`src/rtl/uart_pkg.sv`:
```
`default_nettype none
// ============================================================================
// Module   : uart_pkg
// Brief    : Register offsets, bit positions and read-FSM states for the UART APB block.
// Revision : 1.0 - initial release
// ============================================================================
package uart_pkg;

  localparam int unsigned c_rd_timeout_default = 4;

  // Word offsets, i.e. PADDR[4:2]
  localparam logic [2:0] c_off_rxdata = 3'd0;
  localparam logic [2:0] c_off_ctrl   = 3'd1;
  localparam logic [2:0] c_off_status = 3'd2;
  localparam logic [2:0] c_off_inten  = 3'd3;

  localparam int c_reg_w = 3;

  localparam int c_ctrl_data_bits         = 0;
  localparam int c_ctrl_parity_en         = 1;
  localparam int c_ctrl_parity_odd0_even1 = 2;
  localparam logic [c_reg_w-1:0] c_ctrl_reset = 3'b001;

  // INTEN shares the STATUS bit positions
  localparam int c_stat_rx_ready = 0;
  localparam int c_stat_ovf      = 1;
  localparam int c_stat_perr     = 2;

  typedef enum logic [1:0] {
    ST_IDLE = 2'd0,
    ST_WAIT = 2'd1,
    ST_DONE = 2'd2
  } rd_state_e;

  function automatic logic reg_is_mapped(input logic [2:0] off);
    return (off[2] == 1'b0);
  endfunction

endpackage
`default_nettype wire

```
`src/rtl/uart_apb_rd_ctrl.sv`:
```
`default_nettype none
// ============================================================================
// Module   : uart_apb_rd_ctrl
// Brief    : RXDATA pop/wait FSM with timeout counter and read-hold register.
// Revision : 1.0 - initial release
// ============================================================================
module uart_apb_rd_ctrl
  import uart_pkg::*;
#(
  parameter int unsigned RD_TIMEOUT = c_rd_timeout_default
) (
  input  logic       PCLK,
  input  logic       PRESET,
  input  logic       rd_setup,
  input  logic       psel,
  input  logic       penable,
  input  logic       rx_ready,
  input  logic [7:0] rx_data,
  input  logic       rx_data_read_valid,
  output logic       rx_data_reg_rd,
  output logic       rd_wait,
  output logic       rd_done,
  output logic [8:0] rd_hold,
  output logic       rd_err
);

  localparam int unsigned c_cnt_w = (RD_TIMEOUT > 1) ? $clog2(RD_TIMEOUT) : 1;
  localparam logic [c_cnt_w-1:0] c_cnt_last = c_cnt_w'(RD_TIMEOUT - 1);

  rd_state_e          r_state;
  rd_state_e          w_state_nxt;
  logic [c_cnt_w-1:0] r_cnt;
  logic [c_cnt_w-1:0] w_cnt_nxt;
  logic [8:0]         r_hold;
  logic [8:0]         w_hold_nxt;
  logic               r_err;
  logic               w_err_nxt;
  logic               w_pop;

  always_ff @(posedge PCLK) begin
    if (PRESET) begin
      r_state <= ST_IDLE;
      r_cnt   <= '0;
      r_hold  <= '0;
      r_err   <= 1'b0;
    end else begin
      r_state <= w_state_nxt;
      r_cnt   <= w_cnt_nxt;
      r_hold  <= w_hold_nxt;
      r_err   <= w_err_nxt;
    end
  end

  always_comb begin
    w_state_nxt = r_state;
    w_cnt_nxt   = r_cnt;
    w_hold_nxt  = r_hold;
    w_err_nxt   = r_err;
    w_pop       = 1'b0;
    case (r_state)
      ST_IDLE: begin
        if (rd_setup && rx_ready && !PRESET) begin
          w_pop       = 1'b1;
          w_state_nxt = ST_WAIT;
          w_cnt_nxt   = '0;
          w_hold_nxt  = '0;
          w_err_nxt   = 1'b0;
        end
      end
      ST_WAIT: begin
        // Abort drops the transfer; the byte already popped is lost by design
        if (!psel) begin
          w_state_nxt = ST_IDLE;
          w_hold_nxt  = '0;
          w_err_nxt   = 1'b0;
        end else if (rx_data_read_valid) begin
          w_hold_nxt  = {1'b1, rx_data};
          w_state_nxt = ST_DONE;
        end else if (r_cnt == c_cnt_last) begin
          w_err_nxt   = 1'b1;
          w_state_nxt = ST_DONE;
        end else begin
          w_cnt_nxt = r_cnt + 1'b1;
        end
      end
      ST_DONE: begin
        if (!psel || penable) begin
          w_state_nxt = ST_IDLE;
          w_hold_nxt  = '0;
          w_err_nxt   = 1'b0;
        end
      end
      default: w_state_nxt = ST_IDLE;
    endcase
  end

  assign rx_data_reg_rd = w_pop;
  assign rd_wait        = (r_state == ST_WAIT);
  assign rd_done        = (r_state == ST_DONE);
  assign rd_hold        = r_hold;
  assign rd_err         = r_err;

endmodule
`default_nettype wire

```
`src/rtl/uart_apb_regs.sv`:
```
`default_nettype none
// ============================================================================
// Module   : uart_apb_regs
// Brief    : APB3 register block for a UART receiver; INTEN/irq exist only
//            when UART_REGS_IRQ_EN is defined.
// Revision : 1.0 - initial release
// ============================================================================
module uart_apb_regs
  import uart_pkg::*;
#(
  parameter int unsigned RD_TIMEOUT = c_rd_timeout_default
) (
  input  logic        PCLK,
  input  logic        PRESET,
  input  logic        PSEL,
  input  logic        PENABLE,
  input  logic        PWRITE,
  input  logic [4:0]  PADDR,
  input  logic [31:0] PWDATA,
  output logic [31:0] PRDATA,
  output logic        PREADY,
  output logic        PSLVERR,
  input  logic [7:0]  rx_data,
  input  logic        rx_data_read_valid,
  input  logic        rx_ready,
  input  logic        parity_err,
  input  logic        overflow,
  output logic        rx_data_reg_rd,
  output logic        data_bits,
  output logic        parity_en,
  output logic        parity_odd0_even1,
  output logic        irq
);

  logic [2:0]         w_off;
  logic               w_access;
  logic               w_rd_setup;
  logic               w_wr;
  logic               w_wr_ctrl;
  logic               w_wr_status;
  logic               w_wr_inten;
  logic               w_rd_wait;
  logic               w_rd_done;
  logic [8:0]         w_rd_hold;
  logic               w_rd_err;
  logic [c_reg_w-1:0] r_ctrl;
  logic               r_ovf;
  logic               r_perr;
  logic [c_reg_w-1:0] w_status;
  logic [c_reg_w-1:0] w_inten;
  logic [31:0]        w_rdata;
  logic               w_unused;

  assign w_off       = PADDR[4:2];
  assign w_access    = PSEL & PENABLE;
  assign w_rd_setup  = PSEL & ~PENABLE & ~PWRITE & (w_off == c_off_rxdata);
  assign w_wr        = w_access & PWRITE & ~w_rd_wait & ~w_rd_done;
  assign w_wr_ctrl   = w_wr & (w_off == c_off_ctrl);
  assign w_wr_status = w_wr & (w_off == c_off_status);
  assign w_wr_inten  = w_wr & (w_off == c_off_inten);
  assign w_unused    = &{1'b0, PWDATA[31:3], PADDR[1:0]};

  uart_apb_rd_ctrl #(
    .RD_TIMEOUT (RD_TIMEOUT)
  ) u_rd_ctrl (
    .PCLK               (PCLK),
    .PRESET             (PRESET),
    .rd_setup           (w_rd_setup),
    .psel               (PSEL),
    .penable            (PENABLE),
    .rx_ready           (rx_ready),
    .rx_data            (rx_data),
    .rx_data_read_valid (rx_data_read_valid),
    .rx_data_reg_rd     (rx_data_reg_rd),
    .rd_wait            (w_rd_wait),
    .rd_done            (w_rd_done),
    .rd_hold            (w_rd_hold),
    .rd_err             (w_rd_err)
  );

  // Sticky flags: a same-cycle hardware set overrides the W1C
  always_ff @(posedge PCLK) begin
    if (PRESET) begin
      r_ctrl <= c_ctrl_reset;
      r_ovf  <= 1'b0;
      r_perr <= 1'b0;
    end else begin
      if (w_wr_ctrl) begin
        r_ctrl <= PWDATA[c_reg_w-1:0];
      end
      r_ovf  <= (r_ovf  & ~(w_wr_status & PWDATA[c_stat_ovf]))  | overflow;
      r_perr <= (r_perr & ~(w_wr_status & PWDATA[c_stat_perr])) | parity_err;
    end
  end

  always_comb begin
    w_status                  = '0;
    w_status[c_stat_rx_ready] = rx_ready;
    w_status[c_stat_ovf]      = r_ovf;
    w_status[c_stat_perr]     = r_perr;
  end

`ifdef UART_REGS_IRQ_EN
  logic [c_reg_w-1:0] r_inten;
  logic               r_irq;

  always_ff @(posedge PCLK) begin
    if (PRESET) begin
      r_inten <= '0;
      r_irq   <= 1'b0;
    end else begin
      if (w_wr_inten) begin
        r_inten <= PWDATA[c_reg_w-1:0];
      end
      r_irq <= |(w_status & r_inten);
    end
  end

  assign w_inten = r_inten;
  assign irq     = r_irq & ~PRESET;
`else
  logic w_unused_inten;
  assign w_unused_inten = w_wr_inten;
  assign w_inten        = '0;
  assign irq            = 1'b0;
`endif

  assign data_bits         = r_ctrl[c_ctrl_data_bits] | PRESET;
  assign parity_en         = r_ctrl[c_ctrl_parity_en] & ~PRESET;
  assign parity_odd0_even1 = r_ctrl[c_ctrl_parity_odd0_even1] & ~PRESET;

  always_comb begin
    w_rdata = '0;
    case (w_off)
      c_off_ctrl:   w_rdata[c_reg_w-1:0] = r_ctrl;
      c_off_status: w_rdata[c_reg_w-1:0] = w_status;
      c_off_inten:  w_rdata[c_reg_w-1:0] = w_inten;
      default:      w_rdata = '0;
    endcase
  end

  // An RXDATA read that did not pop stays in IDLE and returns zero via w_rdata
  always_comb begin
    PREADY  = 1'b1;
    PRDATA  = '0;
    PSLVERR = 1'b0;
    if (!PRESET) begin
      if (w_rd_wait) begin
        PREADY = 1'b0;
      end else if (w_rd_done) begin
        if (w_access) begin
          PSLVERR = w_rd_err;
          if (!w_rd_err) begin
            PRDATA[8:0] = w_rd_hold;
          end
        end
      end else if (w_access) begin
        PSLVERR = ~reg_is_mapped(w_off);
        if (!PWRITE) begin
          PRDATA = w_rdata;
        end
      end
    end
  end

endmodule
`default_nettype wire

```
`config.mk`:
```
export PLATFORM = sky130hd
export DESIGN_NAME = uart_apb_regs
export DESIGN_NICKNAME = d
export VERILOG_FILES = /design/src/rtl/uart_pkg.sv /design/src/rtl/uart_apb_rd_ctrl.sv /design/src/rtl/uart_apb_regs.sv
export SDC_FILE = /design/constraint.sdc
export NUM_CORES = 1
export LEC_CHECK = 0
export ABC_AREA = 1
export CORE_MARGIN = 2
export CORE_UTILIZATION = 37
export CTS_CLUSTER_DIAMETER = 50
export DETAILED_ROUTE_END_ITERATION = 8
export PLACE_DENSITY = 0.95
export SLEW_MARGIN = 15
export SYNTH_ARGS = -nofsm -noshare
export SYNTH_HDL_FRONTEND = slang
export SYNTH_HIERARCHICAL = 1
export SYNTH_SLANG_ARGS = --single-unit
```
`constraint.sdc`:
```
create_clock -name PCLK -period 3.7 [get_ports PCLK]
set_input_delay 1.11 -clock PCLK [delete_from_list [all_inputs] [get_ports PCLK]]
set_output_delay 1.11 -clock PCLK [all_outputs]
set_load 0.03 [all_outputs]
```
Yosys cells after proc, flatten, opt, wreduce, memory -nomap -nowiden
Cells that the tools add are included.
{ "classes": {"addsub": 1, "eq_ne": 14, "n_mux": 40, "bitwise": 25, "n_reduce_logical": 13} }
{ "ops": {"columns": ["cell", "count"], "rows": [
  ["32-bit 2-to-1 mux", 3],
  ["9-bit 2-to-1 mux", 7],
  ["9-bit case mux with 3 select lines", 1],
  ["23-bit 2-to-1 mux", 1],
  ["2-bit 2-to-1 mux", 9],
  ["1-bit bitwise AND", 15],
  ["1-bit 2-to-1 mux", 14],
  ["5-bit AND reduction", 2],
  ["1-bit inverter", 7],
  ["2-bit != test (second input constant)", 3],
  ["3-bit != test (second input constant)", 2],
  ["2-bit case mux with 3 select lines", 1],
  ["3-bit case mux with 2 select lines", 1],
  ["2-bit == test (second input constant)", 2],
  ["2-bit by 1-bit != test with 1-bit output (second input constant)", 2],
  ["4-bit by 3-bit != test with 1-bit output (second input constant)", 1],
  ["2-bit case mux with 2 select lines", 1],
  ["4-bit AND reduction", 1],
  ["3-bit by 1-bit == test with 1-bit output (second input constant)", 1],
  ["3-bit by 2-bit == test with 1-bit output (second input constant)", 1],
  ["3-bit logical NOT", 1],
  ["3-bit 2-to-1 mux", 1],
  ["3-bit by 2-bit != test with 1-bit output (second input constant)", 1],
  ["1-bit bitwise OR", 3],
  ["other kinds (10)", 12]
]} }
{ "totals": {"regBits": 19, "inputBits": 54, "out_inout_bits": 39, "wordCells": 100} }

Depth between registers and ports, before layout
Gate-level depths: netlist of the first run.
{ "logic_depth": {"ltp_word": 9, "ltp_mapped": 10, "depth_no_buf": 9} }

Modules after synthesis
The synthesis of the first run kept the hierarchy.
{ "modules_own_cells": {"columns": ["module", "instances", "cells_per_inst", "area_per_inst_um2"], "rows": [
  ["uart_apb_rd_ctrl", 1, 94, 655.6],
  ["uart_apb_regs", 1, 103, 651.9]
]} }

Worst setup path after synthesis of the first run
Ideal clock, no wire load.
{ "synth_timing": {"kind": "input-to-output", "from": "in PSEL", "to": "out PRDATA[3]", "arrival_ns": 2.128, "required_time_ns": 2.590, "path_slack_ns": 0.462, "path_stages": 4, "path_cell_list": "nand2_1 -> inv_1 -> nand3_1 -> nor3b_1"} }
{ "synth_via": {"elab_chain_len": 5} }
{ "synth_rtl": {"columns": ["element", "line", "rtl"], "rows": [
  ["start, declared", "uart_apb_regs.sv:15", "input logic PSEL,"],
  ["1-bit bitwise AND", "uart_apb_regs.sv:55", "assign w_access = PSEL & PENABLE;"],
  ["9-bit 2-to-1 mux", "uart_apb_regs.sv:151", "if (w_access) begin"],
  ["9-bit 2-to-1 mux", "uart_apb_regs.sv:150", "end else if (w_rd_done) begin"],
  ["32-bit 2-to-1 mux", "uart_apb_regs.sv:148", "if (w_rd_wait) begin"],
  ["32-bit 2-to-1 mux", "uart_apb_regs.sv:147", "if (!PRESET) begin"],
  ["end, declared", "uart_apb_regs.sv:20", "output logic [31:0] PRDATA,"]
]} }
Every way passes these cells.

Final worst setup path of the first run
{ "layout_timing": {"from": "in PRESET", "to": "out data_bits"} }
{ "layout_via": {"elab_chain_len": 1} }
{ "layout_rtl": {"columns": ["element", "line", "rtl"], "rows": [
  ["start, declared", "uart_apb_regs.sv:14", "input logic PRESET,"],
  ["1-bit bitwise OR", "uart_apb_regs.sv:128", "assign data_bits = r_ctrl[c_ctrl_data_bits] | PRESET;"],
  ["end, declared", "uart_apb_regs.sv:29", "output logic data_bits,"]
]} }
Every way passes these cells.

==> run metrics, run 1 <==
total global routing track utilization 15.41%; pwr/cell area 262.4 nW/um2; grt total ovfl 0; pin count of the biggest net entering global routing 15; clock sink total 19; largest cells by area after synthesis dfxtp_1 (29%), buf_4 (14%), nand2_1 (8.0%); DRT Pass-1 Iters 4; P_int about 0.28 mW; worst path required time approximately 2.6 ns; CTS tree done; Synth area leader dfxtp_1; final non-filler cell area 1652 um2; layout cells sized above 1 18.14%; endpoints failing hold 0; cells after synthesis roughly 200; DP Wirelength 2.409 mm; initial antenna violation count 0; via count 1329; CP arrival 2.49 ns; Leak Pwr 0.7298 nW; clk buf depth 2; Max FO, Critical Path 5; proportion of power drawn by combinational gates 25.8%; Metal-1 WL roughly 1.2 mm; first-pass GRT wire length 4.995 mm; net load switching power 0.1498 mW; Non-Filler Instances 283; vias in the first global route between 1000 and 1500; yosys warns 6; clk_skew 0.0008479 ns; total routed wirelength 3.081 mm; Reg clk slew, reported paths 0.11 ns; top cell type's share of synthesized area 29.09%; Placed Cells incl. Taps ~280; DIE HEIGHT roughly 63 um; Post-synth EDFFs 0; ANT cells 0; sequential share of power 48.8%; final setup violating endpoints 0; Synth Cell Area around 1300 um2; type of the worst setup path in2out; RSZ-0062 raised after global routing true; min-delay worst type reg2reg; CP Capture Type primary output; Top FF cell, synth dfxtp_1; RePlAce Congestion 0.7796; Period minus WS final 3.598 ns; DP Area 1609 um2; Post-CTS Hold Buffers 0; Met3 Wirelength 166 um; Synth cell types 27; Max Cap Violations 0; highest metal used met4; H-Tree Depth 1; later-pin clock latency in the skew report 0.31 ns; fin crit share 97.25%; Num CTS Buffers 3; chip width 63.45 um; Core Area 3363 um2; routed wl met2 1.643 mm; FMAX 277.9 MHz; outcome finished, final reports clean; Die ar. 4025 um2; final core occ 49.11%; Clk pwr share 25.5%; worst slack, placed 0.09823 ns; drt wl/cell roughly 11 um; DR vias/cell 4.696; Slew Viols, Final 0; worst vdd rail ir drop 0.1333 mV; Ports 93; Seq/Total Area, Yosys 29.09%; crit start category input port; area grow syn2layout 26.32%; Post-synth ARST share 0%; final worst slack 0.1016 ns; Row Count 21; CTS Root Cell clkbuf_4; #FFs+latches synth 19; Detail Route Antenna Nets 0; initial core utilization 38.88%; final net count 293; Port Buffers 37; Synth Area per Inst approximately 6.6 um2; DRC violations left 0; switching fraction of total power about a third; initial DRC count 74
-- logic make-up after synthesis --
group | synth area share (%)
other | 0.2868
and+or+nand+nor | 36.17
DFF | 29.09
adders and majority gates | 0.9568
buffers and inverters | 22.77
AOI/OAI and AO/OA | 10.72
-- stage by stage --
stage	hold WS [ns]	setup TNS [ns]	total power, mW
finish	0.4789	0	0.4334
global route	0.4915	-0.006029	0.4531
CTS	0.4808	0	0.4331
detailed placement	0.4647	0	0.3253
global placement	0.4533	0	0.3234
floorplan	0.4331	0	0.3074
-- power groups by stage --
stage               combinational [mW]  clock (mW)  sequential, mW
floorplan                       0.0924           0           0.215
global placement                 0.108           0           0.215
detailed placement               0.110           0           0.216
CTS                              0.110       0.112           0.211
global route                     0.121       0.121           0.212
finish                           0.112       0.110           0.211
-- placed cells by master (no fill, tap or decap) --
cell type        synthesis  routed
ha_1                     1       1
nor3b_1                  6       4
conb_1                   1      24
nor3_2                   2       2
nor2_2                   2       2
nor3_1                   1       1
buf_4                   24      17
nand3_1                 19      18
o21ai_0                  8       8
nor3b_2                  0       2
inv_2                    7       7
o21ai_1                  5       5
a21oi_1                 15      15
clkbuf_4                 0       3
nand4_2                  1       1
dfxtp_1                 19      19
nor4_1                   1       1
or2_2                    1       1
clkinv_2                 0       1
nand3_2                  0       1
nand2_1                 28      28
nand2_2                  3       3
nand4_1                  3       3
inv_1                   18      18
nor2_4                   2       2
clkinv_1                 1       1
nor2_1                  25      25
nand2_4                  1       1
clkdlybuf4s50_1          0      23
-- cell usage after synthesis (3+ instances only) --
library cell	count
a21oi_1	15
o21ai_0	8
nand2_1	28
inv_2	7
nor3b_1	6
o21ai_1	5
nor2_1	25
dfxtp_1	19
nand2_2	3
inv_1	18
nand3_1	19
nand4_1	3
buf_4	24
-- final timing paths --
path                                     startpoint                                end  slack (ns)  depth (start not counted)
setup / recovery                             PRESET                          data_bits        0.10                          3
hold / removal                     r_ovf$_SDFF_PP0_                   r_ovf$_SDFF_PP0_        0.48                          2
setup reg to reg  u_rd_ctrl/r_state[1]$_SDFFE_PP0P_  u_rd_ctrl/rd_hold[4]$_SDFFE_PP0P_        2.25                          6
hold reg to reg                    r_ovf$_SDFF_PP0_                   r_ovf$_SDFF_PP0_        0.48                          2
-- area by class of cell --
type                    instances  area [um2]
clock buffers                   3       22.52
clock inverters                 1       5.005
fillers                       334        1712
flip-flops and latches         19       380.4
well taps                      46       57.56
repair buffers                 40       357.8
multi-input cells             148       730.7
inverters                      26       97.59
-- flip-flops by register name, indices dropped and copies added, names as in the netlist --
signal	cells
u_rd_ctrl/rd_hold	9
r_ctrl	3
u_rd_ctrl/r_cnt	2
u_rd_ctrl/r_state	2
r_ovf	1
r_perr	1
u_rd_ctrl/rd_err	1
-- what timing repair did --
| action | 4_1_cts | 5_1_grt |
|---|---|---|
| gates resized for setup | 0 | 3 |
| hold endpoints to repair | 0 | 0 |
| setup buffers | 0 | 0 |
| setup endpoints to repair | 0 | 5 |
-- worst max-delay path, stage by stage --
cell and delay (ns):
clkdlybuf4s50_1 0.49, or2_2 0.30, clkdlybuf4s50_1 0.59
-- metal layers --
metal	vias to the layer above	global-route usage, %
met4	0	5.435
met2	42	29.47
met5	-	0
met3	6	3.036
met1	617	16.52
li1	664	-
No activity file was read; power rests on OpenSTA's default activity.
==> run 2, diff against run 1 <==
--- a/config.mk
+++ b/config.mk
@@ -10,7 +10,10 @@
 export CORE_UTILIZATION = 37
 export CTS_CLUSTER_DIAMETER = 50
 export DETAILED_ROUTE_END_ITERATION = 8
+export GPL_ROUTABILITY_DRIVEN = 0
+export HOLD_SLACK_MARGIN = 0.1
 export PLACE_DENSITY = 0.95
+export SETUP_SLACK_MARGIN = 0.4
 export SLEW_MARGIN = 15
 export SYNTH_ARGS = -nofsm -noshare
 export SYNTH_HDL_FRONTEND = slang
==> run 2 against run 1 <==
Net effect:
- flip-flop and latch count unchanged
- critical path depth rose by 3
- routed wire length is 8.2% higher
- die area did not move
- combinational power rose by 5%
- first-iteration DRC count fell by 41%
- cell count up 1.4%
- worst hold slack gained 0.0067 ns
- clock skew is 0.0035 ns higher
- clock power hardly changed
- largest cell class unchanged
- highest routed layer unchanged
==> run metrics, run 2 (synthesis gave the netlist of run 1 again) <==
Fillers ~320; CP delay by family, top buffers and inverters; Setup crit end PRDATA[6]; clk buf depth 2; drt wl/cell 11.62 um; proportion of power drawn by combinational gates 26.7%; area grow syn2layout 32.54%; clk_skew between 0.004 and 0.005 ns; DP Area 1609 um2; r2r startpoint u_rd_ctrl/r_state[1]$_SDFFE_PP0P_; worst slack, placed 0.09823 ns; final core occ between 50% and 60%; Worst Setup SP PENABLE; Fin Hold WS 0.4856 ns; vias in the first global route 1274; initial antenna violation count 0; outcome finished, final reports clean; P_int 0.2842 mW; commonest non-fill, non-tap cell in the layout nand2_1; first-pass GRT wire length 5.423 mm; Row Count 21; final worst slack 0.4554 ns; switching fraction of total power between 30% and 40%; Port Buffers 37; sequential share of power ~48%; Detail Route Antenna Nets 0; final setup violating endpoints 0; min-delay worst type reg2reg; final net count 297; final non-filler cell area 1733 um2; CTS Root Cell clkbuf_4; reg-to-reg endpoint u_rd_ctrl/rd_hold[4]$_SDFFE_PP0P_; later-pin clock latency in the skew report between 0.3 and 0.4 ns; type of the worst setup path in2out; CP Cell Sequence clkdlybuf4s15_1 -> nand2_1 -> inv_1 -> nand3_4 -> nor3b_2 -> buf_4; DIE HEIGHT 63.45 um; pin count of the biggest net entering global routing 15; Slew Viols, Final 0; net load switching power 0.1568 mW; Max FO, Critical Path 6; Leak Pwr between 0.7 and 0.8 nW; initial DRC count 44; initial core utilization 38.88%; crit start category input port; Reg clk slew, reported paths 0.11 ns; Max stage delay on crit path 0.28 ns; CTS tree done; Clk pwr share 25.4%; grt total ovfl 0; total routed wirelength 3.334 mm; Die ar. 4025 um2; Max Cap Violations 0; CP Capture Type primary output; slowest CP cell clkdlybuf4s15_1; fin crit share 87.69%; via count 1382; DP Wirelength 2.409 mm; Critical Path Stages 6; worst reg-to-reg setup slack 2.26 ns; layout cells sized above 1 24.48%; total global routing track utilization 16.91%; worst path required time 2.59 ns; DR vias/cell between 4 and 5; Ports 93; most frequent cells in the layout nand2_1 (28), nor2_1 (25), conb_1 (24); endpoints failing hold 0; Tot Pwr 0.4411 mW; clock sink total 19; Post-CTS Hold Buffers 0; depth of the most critical reg-to-reg path 6; FMAX 308.2 MHz; ANT cells 0; RSZ-0062 raised after global routing false; Num CTS Buffers 3; CP arrival 2.13 ns; Placed Cells incl. Taps between 200 and 300; Core Area 3363 um2; chip width approximately 63 um; worst vdd rail ir drop 0.1429 mV; register area 380.4 um2; number of flip-flops in the largest register 9; footprint of the multi-input gates 788.3 um2; worst path buffer plus inverter count 3; DRT Pass-1 Iters 4; Period minus WS final 3.245 ns; total negative slack 0 ns; Non-Filler Instances 287; DRC violations left 0; H-Tree Depth 1; pwr/cell area 254.5 nW/um2
## run 2: area by class of cell
| type | instances | share of cell area [%] |
|---|---|---|
| inverters | 26 | 5.632 |
| repair buffers | 44 | 22.02 |
| multi-input cells | 148 | 45.49 |
| clock buffers | 3 | 1.300 |
| clock inverters | 1 | 0.2888 |
| well taps | 46 | 3.321 |
| flip-flops and latches | 19 | 21.95 |
## run 2: how the worst min path moves through the flow
stage / cells after the start / startpoint / to / slack, ns
final: 2 / u_rd_ctrl/rd_hold[3]$_SDFFE_PP0P_ / u_rd_ctrl/rd_hold[3]$_SDFFE_PP0P_ / 0.49
after global routing: 2 / u_rd_ctrl/rd_hold[3]$_SDFFE_PP0P_ / u_rd_ctrl/rd_hold[3]$_SDFFE_PP0P_ / 0.50
after CTS: 2 / r_ovf$_SDFF_PP0_ / r_ovf$_SDFF_PP0_ / 0.48
after detailed placement: 2 / u_rd_ctrl/rd_hold[5]$_SDFFE_PP0P_ / u_rd_ctrl/rd_hold[5]$_SDFFE_PP0P_ / 0.46
after global placement: 2 / u_rd_ctrl/rd_hold[4]$_SDFFE_PP0P_ / u_rd_ctrl/rd_hold[4]$_SDFFE_PP0P_ / 0.45
after floorplan: 2 / r_ovf$_SDFF_PP0_ / r_ovf$_SDFF_PP0_ / 0.43
## run 2: tightest hold or removal path: cells and delay by family, from the launching register on
family          cells  cell delay [ns]
flops               1             0.32
compound gates      2             0.13
## run 2: metal layers
layer,GRT usage (%),share of wire [%],vias up
li1,-,-,679
met1,18.29,37,634
met2,31.84,53,60
met3,3.571,7.3,9
met4,6.250,2.1,0
met5,0,0,-
## run 2: power by group through the flow
stage               Clock (mW)  Sequential, mW  Combinational [mW]
detailed placement           0           0.216               0.110
CTS                      0.112           0.211               0.115
global placement             0           0.215               0.108
floorplan                    0           0.215              0.0924
finish                   0.112           0.211               0.118
global route             0.123           0.212               0.126
## run 2: what timing repair did
item / in CTS / in global routing
pin swaps: 3 / 3
resized for setup: 27 / 6
cloned: 0 / 0
setup buffers: 3 / 1
setup endpoints to repair: 12 / 10
